[src/rtl/dp_demod_if.sv]
// rtl/dp_demod_if.sv - sample stream bundle between a sample source and dp_demod
// Purpose: groups the demodulator's input sample/phase-step handshake and its
//          output baseband handshake so they travel as one port.
// Signals: ic_val_data  sample strobe (source -> demod)
//          id_data      W-bit signed modulated sample (source -> demod)
//          id_frec_por  M-bit carrier phase increment (source -> demod)
//          od_data      W-bit signed baseband sample (demod -> sink)
//          oc_val_data  od_data strobe (demod -> sink)
// Modports: master = sample source / sink side, slave = demodulator side.
interface dp_demod_if #(
  parameter int W = 16,
  parameter int M = 24
);
  logic                ic_val_data;
  logic signed [W-1:0] id_data;
  logic [M-1:0]        id_frec_por;
  logic signed [W-1:0] od_data;
  logic                oc_val_data;

  modport master (
    output ic_val_data, id_data, id_frec_por,
    input  od_data, oc_val_data
  );

  modport slave (
    input  ic_val_data, id_data, id_frec_por,
    output od_data, oc_val_data
  );
endinterface

[src/rtl/dp_demod.sv]
// rtl/dp_demod.sv - AM demodulator: NCO cosine mixer followed by a 2^K moving average
// Purpose: multiplies each valid sample by a cosine carrier from a phase
//          accumulator, low-pass filters the product with a 2^K-tap boxcar and
//          outputs 2*mean, saturated to W bits. Three valid-tagged stages
//          (S1 data+LUT, S2 product, S3 average) give a latency of 3 cycles.
// Ports:   clk     rising-edge clock
//          ic_rst  synchronous active-high reset
//          bus     dp_demod_if.slave (ic_val_data, id_data, id_frec_por in;
//                  od_data, oc_val_data out)
// Option:  define DP_DEMOD_DC_BLOCK_EN to append DC-blocking stage S4
//          y[n] = x[n] - x[n-1] + y[n-1] - (y[n-1] >>> 8); latency becomes 4.
// Note:    the cosine table is held at 256-point resolution; L up to 8 maps
//          onto it exactly.
module dp_demod #(
  parameter int W = 16,
  parameter int M = 24,
  parameter int L = 8,
  parameter int K = 4
) (
  input logic       clk,
  input logic       ic_rst,
  dp_demod_if.slave bus
);
  localparam int SW = W + 1 + K;

  // round(32767*cos(2*pi*k/256)) for k = 0..64; the rest follows by symmetry.
  function automatic logic signed [15:0] quarter_cos(input logic [6:0] k);
    case (k)
      7'd0:  quarter_cos = 16'sd32767; 7'd1:  quarter_cos = 16'sd32757; 7'd2:  quarter_cos = 16'sd32728; 7'd3:  quarter_cos = 16'sd32678;
      7'd4:  quarter_cos = 16'sd32609; 7'd5:  quarter_cos = 16'sd32521; 7'd6:  quarter_cos = 16'sd32412; 7'd7:  quarter_cos = 16'sd32285;
      7'd8:  quarter_cos = 16'sd32137; 7'd9:  quarter_cos = 16'sd31971; 7'd10: quarter_cos = 16'sd31785; 7'd11: quarter_cos = 16'sd31580;
      7'd12: quarter_cos = 16'sd31356; 7'd13: quarter_cos = 16'sd31113; 7'd14: quarter_cos = 16'sd30852; 7'd15: quarter_cos = 16'sd30571;
      7'd16: quarter_cos = 16'sd30273; 7'd17: quarter_cos = 16'sd29956; 7'd18: quarter_cos = 16'sd29621; 7'd19: quarter_cos = 16'sd29268;
      7'd20: quarter_cos = 16'sd28898; 7'd21: quarter_cos = 16'sd28510; 7'd22: quarter_cos = 16'sd28105; 7'd23: quarter_cos = 16'sd27683;
      7'd24: quarter_cos = 16'sd27245; 7'd25: quarter_cos = 16'sd26790; 7'd26: quarter_cos = 16'sd26319; 7'd27: quarter_cos = 16'sd25832;
      7'd28: quarter_cos = 16'sd25329; 7'd29: quarter_cos = 16'sd24811; 7'd30: quarter_cos = 16'sd24279; 7'd31: quarter_cos = 16'sd23731;
      7'd32: quarter_cos = 16'sd23170; 7'd33: quarter_cos = 16'sd22594; 7'd34: quarter_cos = 16'sd22005; 7'd35: quarter_cos = 16'sd21403;
      7'd36: quarter_cos = 16'sd20787; 7'd37: quarter_cos = 16'sd20159; 7'd38: quarter_cos = 16'sd19519; 7'd39: quarter_cos = 16'sd18868;
      7'd40: quarter_cos = 16'sd18204; 7'd41: quarter_cos = 16'sd17530; 7'd42: quarter_cos = 16'sd16846; 7'd43: quarter_cos = 16'sd16151;
      7'd44: quarter_cos = 16'sd15446; 7'd45: quarter_cos = 16'sd14732; 7'd46: quarter_cos = 16'sd14010; 7'd47: quarter_cos = 16'sd13279;
      7'd48: quarter_cos = 16'sd12539; 7'd49: quarter_cos = 16'sd11793; 7'd50: quarter_cos = 16'sd11039; 7'd51: quarter_cos = 16'sd10278;
      7'd52: quarter_cos = 16'sd9512;  7'd53: quarter_cos = 16'sd8739;  7'd54: quarter_cos = 16'sd7962;  7'd55: quarter_cos = 16'sd7179;
      7'd56: quarter_cos = 16'sd6393;  7'd57: quarter_cos = 16'sd5602;  7'd58: quarter_cos = 16'sd4808;  7'd59: quarter_cos = 16'sd4011;
      7'd60: quarter_cos = 16'sd3212;  7'd61: quarter_cos = 16'sd2410;  7'd62: quarter_cos = 16'sd1608;  7'd63: quarter_cos = 16'sd804;
      default: quarter_cos = 16'sd0;
    endcase
  endfunction

  // Full 256-point cosine from the quarter wave: quadrants 1 and 2 are negative,
  // quadrants 1 and 3 run the quarter table backwards.
  function automatic logic signed [15:0] cos_lut(input logic [7:0] a);
    logic [6:0] o;
    o = {1'b0, a[5:0]};
    case (a[7:6])
      2'd0:    cos_lut = quarter_cos(o);
      2'd1:    cos_lut = -quarter_cos(7'd64 - o);
      2'd2:    cos_lut = -quarter_cos(o);
      default: cos_lut = quarter_cos(7'd64 - o);
    endcase
  endfunction

  logic [M-1:0] phase;
  logic [L-1:0] lut_addr;
  logic [7:0]   lut_idx;

  assign lut_addr = phase[M-1:M-L];
  generate
    if (L >= 8) begin : g_idx_top
      assign lut_idx = lut_addr[L-1:L-8];
    end else begin : g_idx_pad
      assign lut_idx = {lut_addr, {(8-L){1'b0}}};
    end
  endgenerate

  // S1: capture sample and carrier; the sample sees the phase before its own step.
  logic                s1_val;
  logic signed [W-1:0] s1_data;
  logic signed [15:0]  s1_cos;

  always_ff @(posedge clk) begin
    if (ic_rst) begin
      phase  <= '0;
      s1_val <= 1'b0;
    end else begin
      s1_val <= bus.ic_val_data;
      if (bus.ic_val_data) begin
        phase   <= phase + bus.id_frec_por;
        s1_data <= bus.id_data;
        s1_cos  <= cos_lut(lut_idx);
      end
    end
  end

  // S2: full-precision product, arithmetic shift by 15 into W+1 bits.
  logic                s2_val;
  logic signed [W:0]   s2_prod;

  always_ff @(posedge clk) begin
    if (ic_rst) begin
      s2_val <= 1'b0;
    end else begin
      s2_val <= s1_val;
      if (s1_val) begin
        s2_prod <= (W+1)'(((W+16)'(s1_data) * (W+16)'(s1_cos)) >>> 15);
      end
    end
  end

  // S3: boxcar via running sum; the slot being overwritten holds the oldest sample.
  logic                s3_val;
  logic signed [W-1:0] s3_data;
  logic signed [W:0]   buff [2**K];
  logic [K-1:0]        ptr;
  logic signed [SW-1:0] sum, sum_next;
  logic signed [W+1:0] avg2;
  logic signed [W-1:0] avg_sat;

  assign sum_next = sum + SW'(s2_prod) - SW'(buff[ptr]);
  // 2*(sum >>> K): the kept slice is exactly the shifted value in W+1 bits.
  assign avg2     = {sum_next[SW-1:K], 1'b0};

  always_comb begin
    avg_sat = avg2[W-1:0];
    if (avg2[W+1:W-1] != '0 && avg2[W+1:W-1] != '1) begin
      avg_sat = avg2[W+1] ? {1'b1, {(W-1){1'b0}}} : {1'b0, {(W-1){1'b1}}};
    end
  end

  always_ff @(posedge clk) begin
    if (ic_rst) begin
      sum     <= '0;
      ptr     <= '0;
      s3_val  <= 1'b0;
      s3_data <= '0;
      for (int i = 0; i < 2**K; i++) buff[i] <= '0;
    end else begin
      s3_val <= s2_val;
      if (s2_val) begin
        sum       <= sum_next;
        buff[ptr] <= s2_prod;
        ptr       <= ptr + 1'b1;
        s3_data   <= avg_sat;
      end
    end
  end

`ifdef DP_DEMOD_DC_BLOCK_EN
  // S4: first-order DC blocker with pole at 1 - 2^-8.
  logic                dcb_val;
  logic signed [W-1:0] dcb_x1, dcb_y1, dcb_sat;
  logic signed [W+2:0] dcb_full;

  assign dcb_full = (W+3)'(s3_data) - (W+3)'(dcb_x1) + (W+3)'(dcb_y1) - (W+3)'(dcb_y1 >>> 8);

  always_comb begin
    dcb_sat = dcb_full[W-1:0];
    if (dcb_full[W+2:W-1] != '0 && dcb_full[W+2:W-1] != '1) begin
      dcb_sat = dcb_full[W+2] ? {1'b1, {(W-1){1'b0}}} : {1'b0, {(W-1){1'b1}}};
    end
  end

  always_ff @(posedge clk) begin
    if (ic_rst) begin
      dcb_val <= 1'b0;
      dcb_x1  <= '0;
      dcb_y1  <= '0;
    end else begin
      dcb_val <= s3_val;
      if (s3_val) begin
        dcb_x1 <= s3_data;
        dcb_y1 <= dcb_sat;
      end
    end
  end

  assign bus.od_data     = dcb_y1;
  assign bus.oc_val_data = dcb_val;
`else
  assign bus.od_data     = s3_data;
  assign bus.oc_val_data = s3_val;
`endif
endmodule

[src/flat_wrapper.sv]
// flat-port wrapper written by rule: the top's interface ports become plain ports
module dp_demod_flat 
#(
  parameter int W = 16,
  parameter int M = 24,
  parameter int L = 8,
  parameter int K = 4
)
  (clk, ic_rst, bus_ic_val_data, bus_id_data, bus_id_frec_por, bus_od_data, bus_oc_val_data);
  dp_demod_if #(.W(W), .M(M)) bus_i ();
  input logic clk;
  input logic ic_rst;
  input wire logic [$bits(bus_i.ic_val_data)-1:0] bus_ic_val_data;
  input wire logic [$bits(bus_i.id_data)-1:0] bus_id_data;
  input wire logic [$bits(bus_i.id_frec_por)-1:0] bus_id_frec_por;
  output wire logic [$bits(bus_i.od_data)-1:0] bus_od_data;
  output wire logic [$bits(bus_i.oc_val_data)-1:0] bus_oc_val_data;
  assign bus_i.ic_val_data = bus_ic_val_data;
  assign bus_i.id_data = bus_id_data;
  assign bus_i.id_frec_por = bus_id_frec_por;
  assign bus_od_data = bus_i.od_data;
  assign bus_oc_val_data = bus_i.oc_val_data;
  dp_demod #(.W(W), .M(M), .L(L), .K(K)) u_core (.clk(clk), .ic_rst(ic_rst), .bus(bus_i));
endmodule
[config.mk]
export PLATFORM = sky130hd
export DESIGN_NAME = dp_demod_flat
export DESIGN_NICKNAME = d
export VERILOG_FILES = /design/src/rtl/dp_demod_if.sv /design/src/rtl/dp_demod.sv /design/src/flat_wrapper.sv
export SDC_FILE = /design/constraint.sdc
export NUM_CORES = 2
export LEC_CHECK = 0
export BUFFER_PORTS_ARGS = -buffer_cell sky130_fd_sc_hd__buf_2
export CAP_MARGIN = 5
export CORE_ASPECT_RATIO = 1.2
export CORE_MARGIN = 3
export CORE_UTILIZATION = 35
export CTS_CLUSTER_DIAMETER = 40
export CTS_CLUSTER_SIZE = 20
export DETAILED_ROUTE_END_ITERATION = 16
export PLACE_DENSITY = 0.56
export SLEW_MARGIN = 20
export SYNTH_ARGS = -nofsm -noshare
export SYNTH_HDL_FRONTEND = slang
export SYNTH_MEMORY_MAX_BITS = 65536
export SYNTH_SLANG_ARGS = --single-unit
[constraint.sdc]
create_clock -name clk -period 8.6 [get_ports clk]
set_input_delay 0.86 -clock clk [delete_from_list [all_inputs] [get_ports clk]]
set_output_delay 0.86 -clock clk [all_outputs]
set_load 0.1 [all_outputs]
==> impl_metrics.yaml <==
outcome:
  outcome: "completed"
synthesis:
  synth-seq-cells: 408
  synth-edff-count: 321
  synth_top_family_by_area: "adder cells"
  synth_xor_area_share_pct: 1.60
  synth_warnings: 0
  synth.distinct_cells: 95
  synthesis.nets: 3703
  yosys.area_share.simple_pct: 15.5
  synth_compound_area_share_pct: 10.8
  async_reset_ff_share_pct: 0
  seq_area_frac_synth_pct: 34.4
  synthAdderAreaFrac_pct: 23.1
  syn_area_per_cell_um2: 10.3
  synth_flop_cell: "edfxtp_1"
  synthMuxAreaShare_pct: 7.14
  synth_cells: 3219
  synth_area_mm2: 0.0331
floorplanning:
  ioPinCount: 60
  num_rows: 122
  initial_core_util_pct: 35.6
  core_mm2: 0.0930
  die_height_um: 343
  die_w_um: 287
  dieArea_mm2: 0.0982
clock_tree:
  cts_tree: "yes"
  clk-insertion-delay-late_ns: 0.63
  htreeDepth: 3
  ctsHoldBuffers: 0
  root_buffer: "clkbuf_16"
  cts-resized-gates: 0
  clock-sinks: 408
  cts_made_buffers: 72
  clk_path_buf_depth: 3
  cts_setup_buffers: 0
  cts.clk_slew.worst_paths_ns: 0.05
global_routing:
  grt_antenna_before_repair: 2
  grt_max_degree: 69
  grt_overflow: 0
  grt_first_pass_wirelength_um: 144000
  grt_pass1_vias: 24892
  grt_usage_pct: 18.5
route:
  routed_wirelength_um: 90400
  postRouteAntennaNets: 0
  drcViolationCount: 0
  dr.pass1.iters: 5
  viasPerCell: 5.43
  vias: 24246
  dr.first_iter.drc_count: 2022
  avgRoutedWirePerCell_um: 20.2
setup_path:
  critPathLaunch: "u_core.s1_data[7]$_DFFE_PP_"
  critPathMaxStageDelay_ns: 0.76
  crit_path_max_fanout: 16
  cp_data_required_time_ns: 8.92
  start_kind: "register"
  crit_slowest_cell: "edfxtp_1"
  crit_chain: "nand2_1, fa_1, inv_1, fa_1, inv_1, fa_1, inv_1, fa_1, fa_1, inv_1, fa_1, inv_1, ha_1, a21o_1, a21o_1, a21oi_1, nand2_1, a21oi_1, o31ai_1, o31ai_1, o21bai_1, o41ai_1, xnor2_1"
  cp-end-kind: "register"
  worst_r2r_endpoint: "u_core.s2_prod[16]$_DFFE_PP_"
  r2r_slack_ns: 1.69
  crit_end: "u_core.s2_prod[16]$_DFFE_PP_"
  cpMostUsedCell: "fa_1"
  r2r-start: "u_core.s1_data[7]$_DFFE_PP_"
  criticalPathCategory: "register to register"
  r2r_cells: 23
  cp.arrival_ns: 7.23
timing:
  rsz0062_at_grt: "false"
  whs_ns: 0.440
  finalSetupTns_ns: 0
  fin_crit_ns: 6.91
  hold_viol: 0
  slew_headroom_pct: 31.7
  period_share_pct: 80.3
  max_freq_mhz: 145
  tightest_slew_ns: 1.02
  final_max_slew_viol_count: 0
  setup_viol: 0
  final.setup_skew_ns: 0.0498
final_layout:
  final_layout_size_suffix_gt1_share_pct: 12.1
  finalNetCount: 3655
  area_growth_syn_to_layout_pct: 11.9
hold_path:
  holdCritPathClass: "input port to register"
place:
  place_congestion: 0.885
  port_buffers: 59
  dp.final_hpwl_um: 61900
flow_run:
  maxCapViolCount: 0
-- synth_stat cells (7+ instances only) --
cell type | count | area, µm²
inv_1 | 382 | 1430
edfxtp_1 | 321 | 9640
fa_1 | 282 | 5650
nand2_1 | 246 | 923
nor3_1 | 234 | 1170
clkbuf_1 | 186 | 698
nor2_1 | 162 | 608
ha_1 | 159 | 1990
a21oi_1 | 133 | 666
and2_1 | 128 | 801
o21ai_0 | 92 | 460
mux4_2 | 88 | 1980
dfxtp_1 | 87 | 1740
nor4_1 | 73 | 457
nand3_1 | 43 | 215
a211oi_1 | 38 | 285
xnor2_1 | 38 | 333
o211ai_1 | 31 | 233
a31oi_1 | 30 | 188
mux2i_1 | 29 | 290
buf_1 | 28 | 105
a21o_1 | 25 | 188
nand2b_1 | 23 | 144
o21a_1 | 21 | 158
clkinv_1 | 19 | 71.3
o31ai_1 | 19 | 143
nor2b_1 | 18 | 113
xor2_1 | 18 | 158
buf_2 | 17 | 85.1
and3_1 | 16 | 100
nand4_1 | 15 | 93.8
o221ai_1 | 15 | 131
or3_1 | 14 | 87.6
o311ai_0 | 11 | 96.3
o21bai_1 | 10 | 75.1
mux2_2 | 8 | 90.1
o2111ai_1 | 8 | 70.1
o22ai_1 | 8 | 50.1
o311a_1 | 8 | 80.1
a211o_1 | 7 | 61.3
o31a_1 | 7 | 61.3
-- logic make-up after synthesis --
| kind of cell | Yosys count |
|---|---|
| muxes | 125 |
| DFF | 408 |
| buffers and inverters | 640 |
| AOI/OAI and AO/OA | 532 |
| xor gates and xnor gates | 58 |
| and+or+nand+nor | 1015 |
| adders and majority gates | 441 |
-- worst min-delay path by stage --
| stage | depth (start not counted) | end | startpoint |
|---|---|---|---|
| after floorplan | 1 | u_core.s2_val$_SDFF_PP0_ | u_core.s1_val$_SDFF_PP0_ |
| after global placement | 1 | u_core.bus.od_data[15]$_SDFFE_PP0P_ | u_core.bus.od_data[15]$_SDFFE_PP0P_ |
| after detailed placement | 1 | u_core.bus.od_data[15]$_SDFFE_PP0P_ | u_core.bus.od_data[15]$_SDFFE_PP0P_ |
| final | 1 | u_core.s1_data[6]$_DFFE_PP_ | bus_id_data[6] |
| after CTS | 1 | u_core.s1_data[6]$_DFFE_PP_ | bus_id_data[6] |
| after global routing | 1 | u_core.s1_data[6]$_DFFE_PP_ | bus_id_data[6] |
-- cells in the final DEF, fill, tap and decap left out, types with 74 or more instances in the layout --
cell         n
and2_1     128
fa_1       282
ha_1       159
edfxtp_1   321
nand2_1    242
o21ai_0     80
nor2_1     160
mux4_2      88
a21oi_1    133
nor3_1     234
dfxtp_1     82
inv_1      381
clkbuf_16   74
-- registers in the layout, summed over array words and instances (netlist names), named ones only --
signal / flops
u_core.s2_val: 1
u_core.bus.oc_val_data: 1
u_core.s1_cos: 16
u_core.s1_data: 16
u_core.sum: 21
u_core.bus.od_data: 16
u_core.phase: 24
u_core.ptr: 4
u_core.s2_prod: 17
u_core.buff: 272
u_core.s1_val: 1
-- area by class of cell --
type | count | area (µm²)
clock inverter | 40 | 488
sequential | 408 | 11400
multi-input combinational | 2171 | 19400
fill | 9022 | 55900
tap | 1240 | 1550
timing repair buffer | 116 | 723
clock buffer | 91 | 1960
inverter | 402 | 1510
antenna | 1 | 2.50
-- metal layers --
metal	track usage [%]	vias to the layer above	wire (µm)
li1	-	11240	-
met1	24.7	12197	39500
met2	31.7	676	44700
met3	2.23	133	4050
met4	5.10	0	2130
met5	0	-	0
-- worst max-delay path: cells and delay by family (launching register included) --
kind	cells	cell delay, ns
adder cells (fa/ha/maj)	7	3.27
AO/OA/AOI/OAI	8	1.99
flip-flops	1	0.76
AND/OR/NAND/NOR	2	0.25
buffers and inverters	5	0.25
XOR/XNOR	1	0.12
-- stage by stage --
stage	worst slack (ns)	area (µm²)	instances	util (%)
3_5_place_dp	1.67	34600	4337	37.2
2_1_floorplan	2.43	33100	3219	-
6_report	1.69	37000	4469	39.8
4_1_cts	1.63	37000	4468	39.8
5_1_grt	1.29	37000	4469	39.8
3_3_place_gp	1.77	34600	4337	37.2
Power is not shown: default switching activity piles up to over one toggle a cycle in this logic, so the estimate is an artifact.
